===== src/rtl/cpu_pkg.sv =====
// Shared definitions for the CPU control unit: opcodes, sequencer states,
// fault codes and the raw control vector produced by the decoder.
package cpu_pkg;

  localparam logic [5:0] OP_NOP  = 6'b000000;
  localparam logic [2:0] OP_ALU  = 3'b001;     // prefix, low 3 bits select the ALU op
  localparam logic [5:0] OP_LI   = 6'b010000;
  localparam logic [5:0] OP_LD   = 6'b010001;
  localparam logic [5:0] OP_ST   = 6'b010010;
  localparam logic [5:0] OP_J    = 6'b100000;
  localparam logic [5:0] OP_JZ   = 6'b100001;
  localparam logic [5:0] OP_JNZ  = 6'b100010;
  localparam logic [5:0] OP_CALL = 6'b100011;
  localparam logic [5:0] OP_RET  = 6'b100100;
  localparam logic [5:0] OP_WAIT = 6'b110000;
  localparam logic [5:0] OP_HALT = 6'b111111;

  typedef enum logic [1:0] {
    ST_RUN    = 2'b00,
    ST_STALL  = 2'b01,
    ST_HALTED = 2'b10,
    ST_FAULT  = 2'b11
  } state_t;

  typedef enum logic [1:0] {
    FC_NONE      = 2'b00,
    FC_ILLEGAL   = 2'b01,
    FC_OVERFLOW  = 2'b10,
    FC_UNDERFLOW = 2'b11
  } fault_code_t;

  // Datapath selects and write enables for one cycle.
  typedef struct packed {
    logic       s_inc;
    logic       s_inm;
    logic       s_data;
    logic       s_pila;
    logic       we3;
    logic       wez;
    logic       we4;
    logic       push;
    logic       pop;
    logic [2:0] op_alu;
  } ctrl_t;

  // Idle vector: PC+1 selected, everything else off.
  localparam ctrl_t CTRL_IDLE = ctrl_t'(12'b1000_0000_0000);

endpackage


===== src/rtl/uc_decode.sv =====
// Pure combinational opcode decoder. Produces the control vector an opcode
// would drive in RUN, plus classification flags the sequencer uses to gate it.
module uc_decode
  import cpu_pkg::*;
(
  input  logic [5:0] opcode,
  input  logic       z,
  output ctrl_t      ctrl,
  output logic       legal,
  output logic       is_call,
  output logic       is_ret,
  output logic       is_wait,
  output logic       is_halt
);

  // Map opcode to raw controls; anything not listed is flagged illegal.
  always_comb begin
    ctrl    = CTRL_IDLE;
    legal   = 1'b1;
    is_call = 1'b0;
    is_ret  = 1'b0;
    is_wait = 1'b0;
    is_halt = 1'b0;
    if (opcode[5:3] == OP_ALU) begin
      ctrl.op_alu = opcode[2:0];
      ctrl.we3    = 1'b1;
      ctrl.wez    = 1'b1;
    end else begin
      case (opcode)
        OP_NOP: ;
        OP_LI: begin
          ctrl.we3   = 1'b1;
          ctrl.s_inm = 1'b1;
        end
        OP_LD: begin
          ctrl.we3    = 1'b1;
          ctrl.s_inm  = 1'b1;
          ctrl.s_data = 1'b1;
        end
        OP_ST:  ctrl.we4   = 1'b1;
        OP_J:   ctrl.s_inc = 1'b0;
        OP_JZ:  ctrl.s_inc = ~z;
        OP_JNZ: ctrl.s_inc = z;
        OP_CALL: begin
          ctrl.push  = 1'b1;
          ctrl.s_inc = 1'b0;
          is_call    = 1'b1;
        end
        OP_RET: begin
          ctrl.pop    = 1'b1;
          ctrl.s_pila = 1'b1;
          is_ret      = 1'b1;
        end
        OP_WAIT: is_wait = 1'b1;
        OP_HALT: is_halt = 1'b1;
        default: legal = 1'b0;
      endcase
    end
  end

endmodule


===== src/rtl/uc_seq.sv =====
// Sequencing control unit: wraps the opcode decoder with a RUN/STALL/HALTED/
// FAULT state machine, a WAIT stall counter and call-stack depth tracking.
module uc_seq
  import cpu_pkg::*;
#(
  parameter int STACK_DEPTH = 16,
  parameter int WAIT_CYCLES = 4,
  parameter int DEPTH_W     = 8
) (
  input  logic       clk,
  input  logic       reset,
  input  logic [5:0] opcode,
  input  logic       z,
  output logic       s_inc,
  output logic       s_inm,
  output logic       s_data,
  output logic       s_pila,
  output logic       we3,
  output logic       wez,
  output logic       we4,
  output logic       push,
  output logic       pop,
  output logic [2:0] op_alu,
  output logic       pc_en,
  output logic       halted,
  output logic       fault,
  output logic [1:0] fault_code
);

  localparam int CNT_W = (WAIT_CYCLES > 1) ? $clog2(WAIT_CYCLES) : 1;
  localparam logic [CNT_W-1:0]   CNT_LOAD  = CNT_W'(WAIT_CYCLES - 1);
  localparam logic [DEPTH_W-1:0] DEPTH_MAX = DEPTH_W'(STACK_DEPTH);

  ctrl_t dec_ctrl;
  logic  dec_legal, dec_call, dec_ret, dec_wait, dec_halt;

  uc_decode u_decode (
    .opcode  (opcode),
    .z       (z),
    .ctrl    (dec_ctrl),
    .legal   (dec_legal),
    .is_call (dec_call),
    .is_ret  (dec_ret),
    .is_wait (dec_wait),
    .is_halt (dec_halt)
  );

  // Sequencer state, visible hierarchically for checkers.
  state_t              state, state_n;
  logic [CNT_W-1:0]    cnt, cnt_n;
  logic [DEPTH_W-1:0]  depth, depth_n;
  logic                halted_q, halted_n;
  logic                fault_q, fault_n;
  fault_code_t         fc_q, fc_n;
  ctrl_t               ctrl_o;
  logic                pc_en_c;

  // Next-state and gated control outputs; reset forces the idle vector.
  always_comb begin
    ctrl_o   = CTRL_IDLE;
    pc_en_c  = 1'b0;
    state_n  = state;
    cnt_n    = cnt;
    depth_n  = depth;
    halted_n = halted_q;
    fault_n  = fault_q;
    fc_n     = fc_q;
    if (reset) begin
      case (state)
        ST_RUN: begin
          pc_en_c = 1'b1;
          if (!dec_legal) begin
            pc_en_c = 1'b0;
            state_n = ST_FAULT;
            fault_n = 1'b1;
            fc_n    = FC_ILLEGAL;
          end else if (dec_call) begin
            if (depth == DEPTH_MAX) begin
              pc_en_c = 1'b0;
              state_n = ST_FAULT;
              fault_n = 1'b1;
              fc_n    = FC_OVERFLOW;
            end else begin
              ctrl_o  = dec_ctrl;
              depth_n = depth + 1'b1;
            end
          end else if (dec_ret) begin
            if (depth == '0) begin
              pc_en_c = 1'b0;
              state_n = ST_FAULT;
              fault_n = 1'b1;
              fc_n    = FC_UNDERFLOW;
            end else begin
              ctrl_o  = dec_ctrl;
              depth_n = depth - 1'b1;
            end
          end else if (dec_wait) begin
            pc_en_c = 1'b0;
            cnt_n   = CNT_LOAD;
            state_n = ST_STALL;
          end else if (dec_halt) begin
            pc_en_c  = 1'b0;
            halted_n = 1'b1;
            state_n  = ST_HALTED;
          end else begin
            ctrl_o = dec_ctrl;
          end
        end
        ST_STALL: begin
          if (cnt != '0) begin
            cnt_n = cnt - 1'b1;
          end else begin
            pc_en_c = 1'b1;
            state_n = ST_RUN;
          end
        end
        default: ;  // HALTED and FAULT are absorbing
      endcase
    end
  end

  // State, counters and status flags; synchronous active-low reset wins.
  always_ff @(posedge clk) begin
    if (!reset) begin
      state    <= ST_RUN;
      cnt      <= '0;
      depth    <= '0;
      halted_q <= 1'b0;
      fault_q  <= 1'b0;
      fc_q     <= FC_NONE;
    end else begin
      state    <= state_n;
      cnt      <= cnt_n;
      depth    <= depth_n;
      halted_q <= halted_n;
      fault_q  <= fault_n;
      fc_q     <= fc_n;
    end
  end

  assign s_inc      = ctrl_o.s_inc;
  assign s_inm      = ctrl_o.s_inm;
  assign s_data     = ctrl_o.s_data;
  assign s_pila     = ctrl_o.s_pila;
  assign we3        = ctrl_o.we3;
  assign wez        = ctrl_o.wez;
  assign we4        = ctrl_o.we4;
  assign push       = ctrl_o.push;
  assign pop        = ctrl_o.pop;
  assign op_alu     = ctrl_o.op_alu;
  assign pc_en      = pc_en_c;
  assign halted     = halted_q;
  assign fault      = fault_q;
  assign fault_code = fc_q;

endmodule


===== config.mk =====
export PLATFORM = sky130hd
export DESIGN_NAME = uc_seq
export DESIGN_NICKNAME = d
export VERILOG_FILES = /design/src/rtl/cpu_pkg.sv /design/src/rtl/uc_decode.sv /design/src/rtl/uc_seq.sv
export SDC_FILE = /design/constraint.sdc
export NUM_CORES = 1
export LEC_CHECK = 0
export CAP_MARGIN = 10
export CORE_ASPECT_RATIO = 0.7
export CORE_UTILIZATION = 52
export CTS_CLUSTER_SIZE = 8
export DETAILED_ROUTE_END_ITERATION = 10
export GPL_ROUTABILITY_DRIVEN = 0
export MAX_ROUTING_LAYER = met4
export PLACE_DENSITY = 0.79
export SETUP_SLACK_MARGIN = 0.1
export SYNTH_ARGS = -nofsm -noshare
export SYNTH_HDL_FRONTEND = slang
export SYNTH_SLANG_ARGS = --single-unit

===== constraint.sdc =====
create_clock -name clk -period 4.04 [get_ports clk]
set_clock_uncertainty 0.15 [all_clocks]
set_input_delay 0.606 -clock clk [delete_from_list [all_inputs] [get_ports clk]]
set_output_delay 0.606 -clock clk [all_outputs]
set_load 0.01 [all_outputs]

### Word level (Yosys, flattened, before mapping)

Index checks and enable logic that the tools add are counted.

| word-level totals | value |
|---|---|
| register bits | 16 |
| input port bits | 9 |
| output and inout bits | 17 |
| logic and storage cells | 120 |

| cells by class | value |
|---|---|
| $add $sub $neg | 3 |
| eq/ne operators | 27 |
| multiplexer cells | 66 |
| bitwise logic cells | 4 |
| reduce and logical (&&, ||, !) cells | 14 |

Operators with widths:

| kind | number |
|---|---|
| 12-bit 2-to-1 mux | 9 |
| 6-bit equality test, second input constant | 7 |
| 2-bit 2-to-1 mux | 17 |
| 8-bit 2-to-1 mux | 4 |
| 1-bit 2-to-1 mux | 29 |
| 6-bit by 5-bit equality test with 1-bit output, second input constant | 3 |
| 2-bit != test, second input constant | 8 |
| 6-bit AND reduction | 2 |
| 11-bit OR reduction | 1 |
| 5-bit AND reduction | 2 |
| 8-bit by 1-bit adder with 8-bit output, second input constant | 1 |
| 8-bit by 5-bit equality test with 1-bit output, second input constant | 1 |
| 8-bit logical NOT | 1 |
| 2-bit one-hot mux with 2 select lines | 2 |
| 8-bit by 1-bit subtractor with 8-bit output, second input constant | 1 |
| 6-bit logical NOT | 1 |
| 3-bit 2-to-1 mux | 2 |
| 3-bit by 1-bit != test with 1-bit output, second input constant | 2 |
| 6-bit != test, second input constant | 1 |
| 2-bit nonzero test | 3 |
| 5-bit != test, second input constant | 1 |
| 4-bit 2-to-1 mux | 1 |
| 4-bit != test, second input constant | 1 |
| 1-bit NOT | 4 |
| 9 further kinds | 10 |

### Depth between registers and ports, before layout

| depth | value |
|---|---|
| depth after elaboration | 11 |
| mapped depth | 11 |
| gate-level depth less buffers | 9 |

### Modules after synthesis

From an unflattened synthesis, not the netlist that was laid out.

| unflattened totals | value |
|---|---|
| cells, all modules | 184 |
| area, all modules | 1370.1 um2 |

Modules (own cells, without submodules):

| module | instances | cells each | area an instance (um2) | seq. area each (um2) |
|---|---|---|---|---|
| uc_seq | 1 | 149 | 1152.4 | 320.3 |
| uc_decode | 1 | 35 | 217.7 | 0.0 |

### Worst setup path after synthesis

No wires, ideal clock.

| timing | value |
|---|---|
| kind | input to register |
| start point | in opcode[4] |
| end point | reg depth[6] |
| library setup time | 0.070 ns |
| data arrival time | 3.045 ns |
| data required time | 3.820 ns |
| path slack | 0.774 ns |
| cell stages on the path | 11 |
| buffers on the path | 2 |
| path through | clkbuf_1 nor4b_1 and2_1 buf_2 inv_1 ha_1 a211oi_1 or4b_2 o2111ai_1 nand3_1 a21oi_1 |

| between the ends | value |
|---|---|
| longest elaborated chain between the ends | 5 |
| elaborated cells between the ends (all ways) | 24 |
| those cells by class | eq/ne (13); mux (7); reduce/logical (4) |

RTL lines:

| element | line | RTL |
|---|---|---|
| from (decl) | uc_seq.sv:12 | `input logic [5:0] opcode,` |
| 6-bit equality test, or another cell as far along | uc_decode.sv:29 | `case (opcode)` |
| 11-bit OR reduction (no line) / 1-bit 2-to-1 mux (equally long branches) | -- |  |
| 1-bit 2-to-1 mux (on tied branches) | uc_decode.sv:29, uc_decode.sv:24 |  |
| 1-bit 2-to-1 mux, or another cell as far along | uc_decode.sv:24 | `if (opcode[5:3] == OP_ALU) begin` |
| 5-bit AND reduction (no line) | -- |  |
| to (signal assigned) | uc_seq.sv:134 | `depth <= depth_n;` |
| to (decl) | uc_seq.sv:51 | `logic [DEPTH_W-1:0] depth, depth_n;` |

Parallel ways exist; a longest one is shown, timed or not.
A chain may end at the register's enable or synchronous reset.

### Worst setup path after layout

| timing | value |
|---|---|
| start point | in opcode[4] |
| end point | out s_inc |

| between the ends | value |
|---|---|
| longest elaborated chain between the ends | 11 |
| elaborated cells between the ends (all ways) | 35 |
| those cells by class | eq/ne (11); mux (21); reduce/logical (3) |

RTL lines:

| element | line | RTL |
|---|---|---|
| 6-bit equality test | uc_decode.sv:29 |  |
| 2-bit OR reduction (no line) | -- |  |
| 1-bit one-hot mux with 3 select lines | uc_decode.sv:29 |  |
| 4-bit 2-to-1 mux | uc_decode.sv:24 |  |
| 12-bit 2-to-1 mux | uc_seq.sv:101 | `end else if (dec_halt) begin` |
| 12-bit 2-to-1 mux | uc_seq.sv:97 | `end else if (dec_wait) begin` |
| 12-bit 2-to-1 mux | uc_seq.sv:87 | `end else if (dec_ret) begin` |
| 12-bit 2-to-1 mux | uc_seq.sv:77 | `end else if (dec_call) begin` |
| 12-bit 2-to-1 mux (*) | uc_seq.sv:72 | `if (!dec_legal) begin` |
| 12-bit 2-to-1 mux (*) | uc_seq.sv:69 | `case (state)` |
| 12-bit 2-to-1 mux (*) | uc_seq.sv:68 | `if (reset) begin` |
| to (decl) | uc_seq.sv:14 | `output logic s_inc,` |

Every way passes the cells marked *; elsewhere a longest branch is shown, timed or not.

==> results.cfg <==
[status]
status = finished clean

[synth]
ys_ff_latch = 16
yosysUniqueCellTypes = 46
synth_area_leaders = dfxtp_1 (22%), o21ai_0 (6.3%), ha_1 (6.1%)
syn_area_um2 = 1430
async_flop_share_pct = 0
synth_top_area_cell = dfxtp_1
synth_fp_nets = 208
synth_top_area_share_pct = 22.5
synthFlopType = dfxtp_1
ys_seq_area_share_pct = 22.5
synth_cells = 191
synth_edf_count = 0
ys_warn_count = 0
syn_area_per_cell_um2 = 7.46

[cts]
htreeDepth = 1
cts_made_buffers = 3
clkTransAtPathRegs_ns = 0.06
cts_setup_buffers = 0
insertion_delay_ns = 0.25
cts_tree = built
clk_path_buf_depth = 2
cts.sinks = 16
clock-root-buffer = clkbuf_8

[sta]
min_period_ns = 3.87
hold_viol = 0
rsz0062_at_grt = false
setup_tns_ns = 0
min_period_over_period_pct = 95.8
maxSlewHeadroom_pct = 60.5
setup_violations = 0
worst_pin_slew_ns = 0.593
max_freq_mhz = 258
maxSlewViolCount = 0

[cells_and_area]
seq_area_um2 = 320
diodes = 0
post-route-util_pct = 72.0
area_growth_pct = 28.0
final_layout_size_suffix_gt1_share_pct = 11.3
fill_cells = 193
fin_area_um2 = 1820
final_cells = 256
nets = 240
multi_input_area_um2 = 1040

[floorplanning]
std_cell_rows = 15
start_util_pct = 56.2
fp.dieW_um = 64.6
ios = 26
die_y_um = 45.8
design.die.area_um2 = 2960
coreArea_um2 = 2530

[global_routing]
grt_antenna_before_repair = 0
grt_pass1_wl_um = 6660
track_usage_pct = 31.0
grt_overflow_total = 0
grt_max_degree = 13
grt_pass1_vias = 1395

[routing]
vias = 1632
drc = 0
drt_iter0_markers = 113
wl_per_cell_um = 16.2
antenna_left = 0
dr.pass1.iters = 6
wl_um = 4140
vias_per_cell = 6.38

[job]
drv_cap = 0

[power]
p_seq_share_pct = 38.0
powerDensity_nw_per_um2 = 260
ir_worst_vdd_v = 0.000200
pwr-share-clk_pct = 30.7
combPwrFrac_pct = 31.3
total_leakage_power_nw = 0.713
internal-power_uw = 321
p_switching_uw = 152
swShare_pct = 32.1

[placed_design]
dp.cells = 252
placed_area_um2 = 1760
dp_hpwl_um = 3170
io_buffers = 25

[setup_path]
cp_data_required_time_ns = 3.28
critPathMaxFanout = 10
critPathKind = in2out
end_kind = output port
cp.arrival_ns = 3.12
start_kind = input port

[min_path]
min_path_type = reg2reg
[path summary, 6_finish.rpt]
kind                    to  slack (ns)          start  cells after the start
max reg2reg       depth[2]        1.70       depth[0]                      5
min reg2reg  fault_code[0]        0.33  fault_code[0]                      2
min          fault_code[0]        0.33  fault_code[0]                      2
max                  s_inc        0.17      opcode[4]                      7
[repair_timing]
action / 4_1_cts / 5_1_grt
gates resized for setup: 0 / 4
endpoints found under the setup margin: 0 / 6
hold buffers: 0 / 0
[worst max-delay path: stages]
cell and delay (ns):
clkdlybuf4s50_1 0.56, nor4b_1 0.46, and2_2 0.30, a21o_2 0.13, a2bb2oi_2 0.06, or4_1 0.49, clkdlybuf4s50_1 0.49
[final cells by class]
type | count | share of cell area (%)
well taps | 34 | 2.33
repair buffers | 35 | 18.1
clock buffers | 4 | 3.02
flip-flops and latches | 16 | 17.6
multi-input cells | 158 | 57.1
inverters | 9 | 1.85
[cell usage after synthesis, types with 2 or more instances]
cell type	count
a211oi_1	7
a21o_1	2
a21oi_1	17
a31oi_1	3
and2_1	5
and3_1	2
clkbuf_1	6
dfxtp_1	16
ha_1	7
inv_1	9
nand2_1	7
nand2b_1	7
nand3_1	8
nand4_1	3
nor2_1	19
nor3_1	5
nor3b_1	5
nor4_1	3
nor4b_1	2
o2111ai_1	2
o211a_1	3
o211ai_1	2
o21ai_0	18
o22ai_1	4
or4_1	3
or4b_2	2
xnor2_1	5
[logic make-up (layout without fill, tap and decap cells)]
family	Yosys count	after routing	share of synthesized area, %
compound gates	65	65	29.7
xor+xnor	5	5	3.07
buf+inv	17	48	4.83
fa+ha+maj	8	8	7.55
mux	2	2	1.49
flops	16	16	22.5
simple gates	78	78	30.9
[layer usage]
metal / vias to the layer above / routed length, um / track usage, %
li1: 781 / - / -
met3: 4 / 372 / 8.25
met5: - / 0 / -
met4: 0 / 8 / 4.44
met1: 761 / 1980 / 43.2
met2: 86 / 1780 / 45.7
[stage by stage]
step | power, mW | hold WS [ns] | setup slack, ns
2_1_floorplan | 0.273 | 0.316 | 0.774
3_3_place_gp | 0.321 | 0.300 | 0.198
3_5_place_dp | 0.328 | 0.311 | 0.0830
4_1_cts | 0.472 | 0.327 | 0.165
5_1_grt | 0.494 | 0.338 | 0.0347
6_report | 0.474 | 0.326 | 0.168
[sequential cells by signal (all words and copies together), names as in the netlist]
signal / cells
cnt: 2
state: 2
depth: 8
fault: 1
halted: 1
fault_code: 2
[cells in the final DEF (no fill, tap or decap), types with 2 or more instances in the layout]
cell              n
buf_4            10
nor3_1            5
inv_1             9
or4b_2            2
a21oi_1          17
ha_1              7
xnor2_1           5
nor2_1           19
and3_1            2
a21o_1            2
nor3b_1           5
o21ai_0          18
and2_1            4
o22ai_1           4
nor4_1            3
dfxtp_1          16
a211oi_1          6
or4_1             3
nand2_1           7
nor4b_1           2
dlymetal6s2s_1    2
nand3_1           8
o211ai_1          2
clkbuf_8          4
nand4_1           3
o211a_1           3
clkdlybuf4s50_1  23
a31oi_1           3
o2111ai_1         2
nand2b_1          7
[power groups by stage]
stage	clock [mW]	combinational (mW)	sequential [mW]
after floorplan	0	0.0933	0.180
final	0.146	0.148	0.180
after global placement	0	0.139	0.182
after detailed placement	0	0.144	0.183
after CTS	0.146	0.145	0.180
after global routing	0.150	0.163	0.181
(Power assumes the default switching activity.)
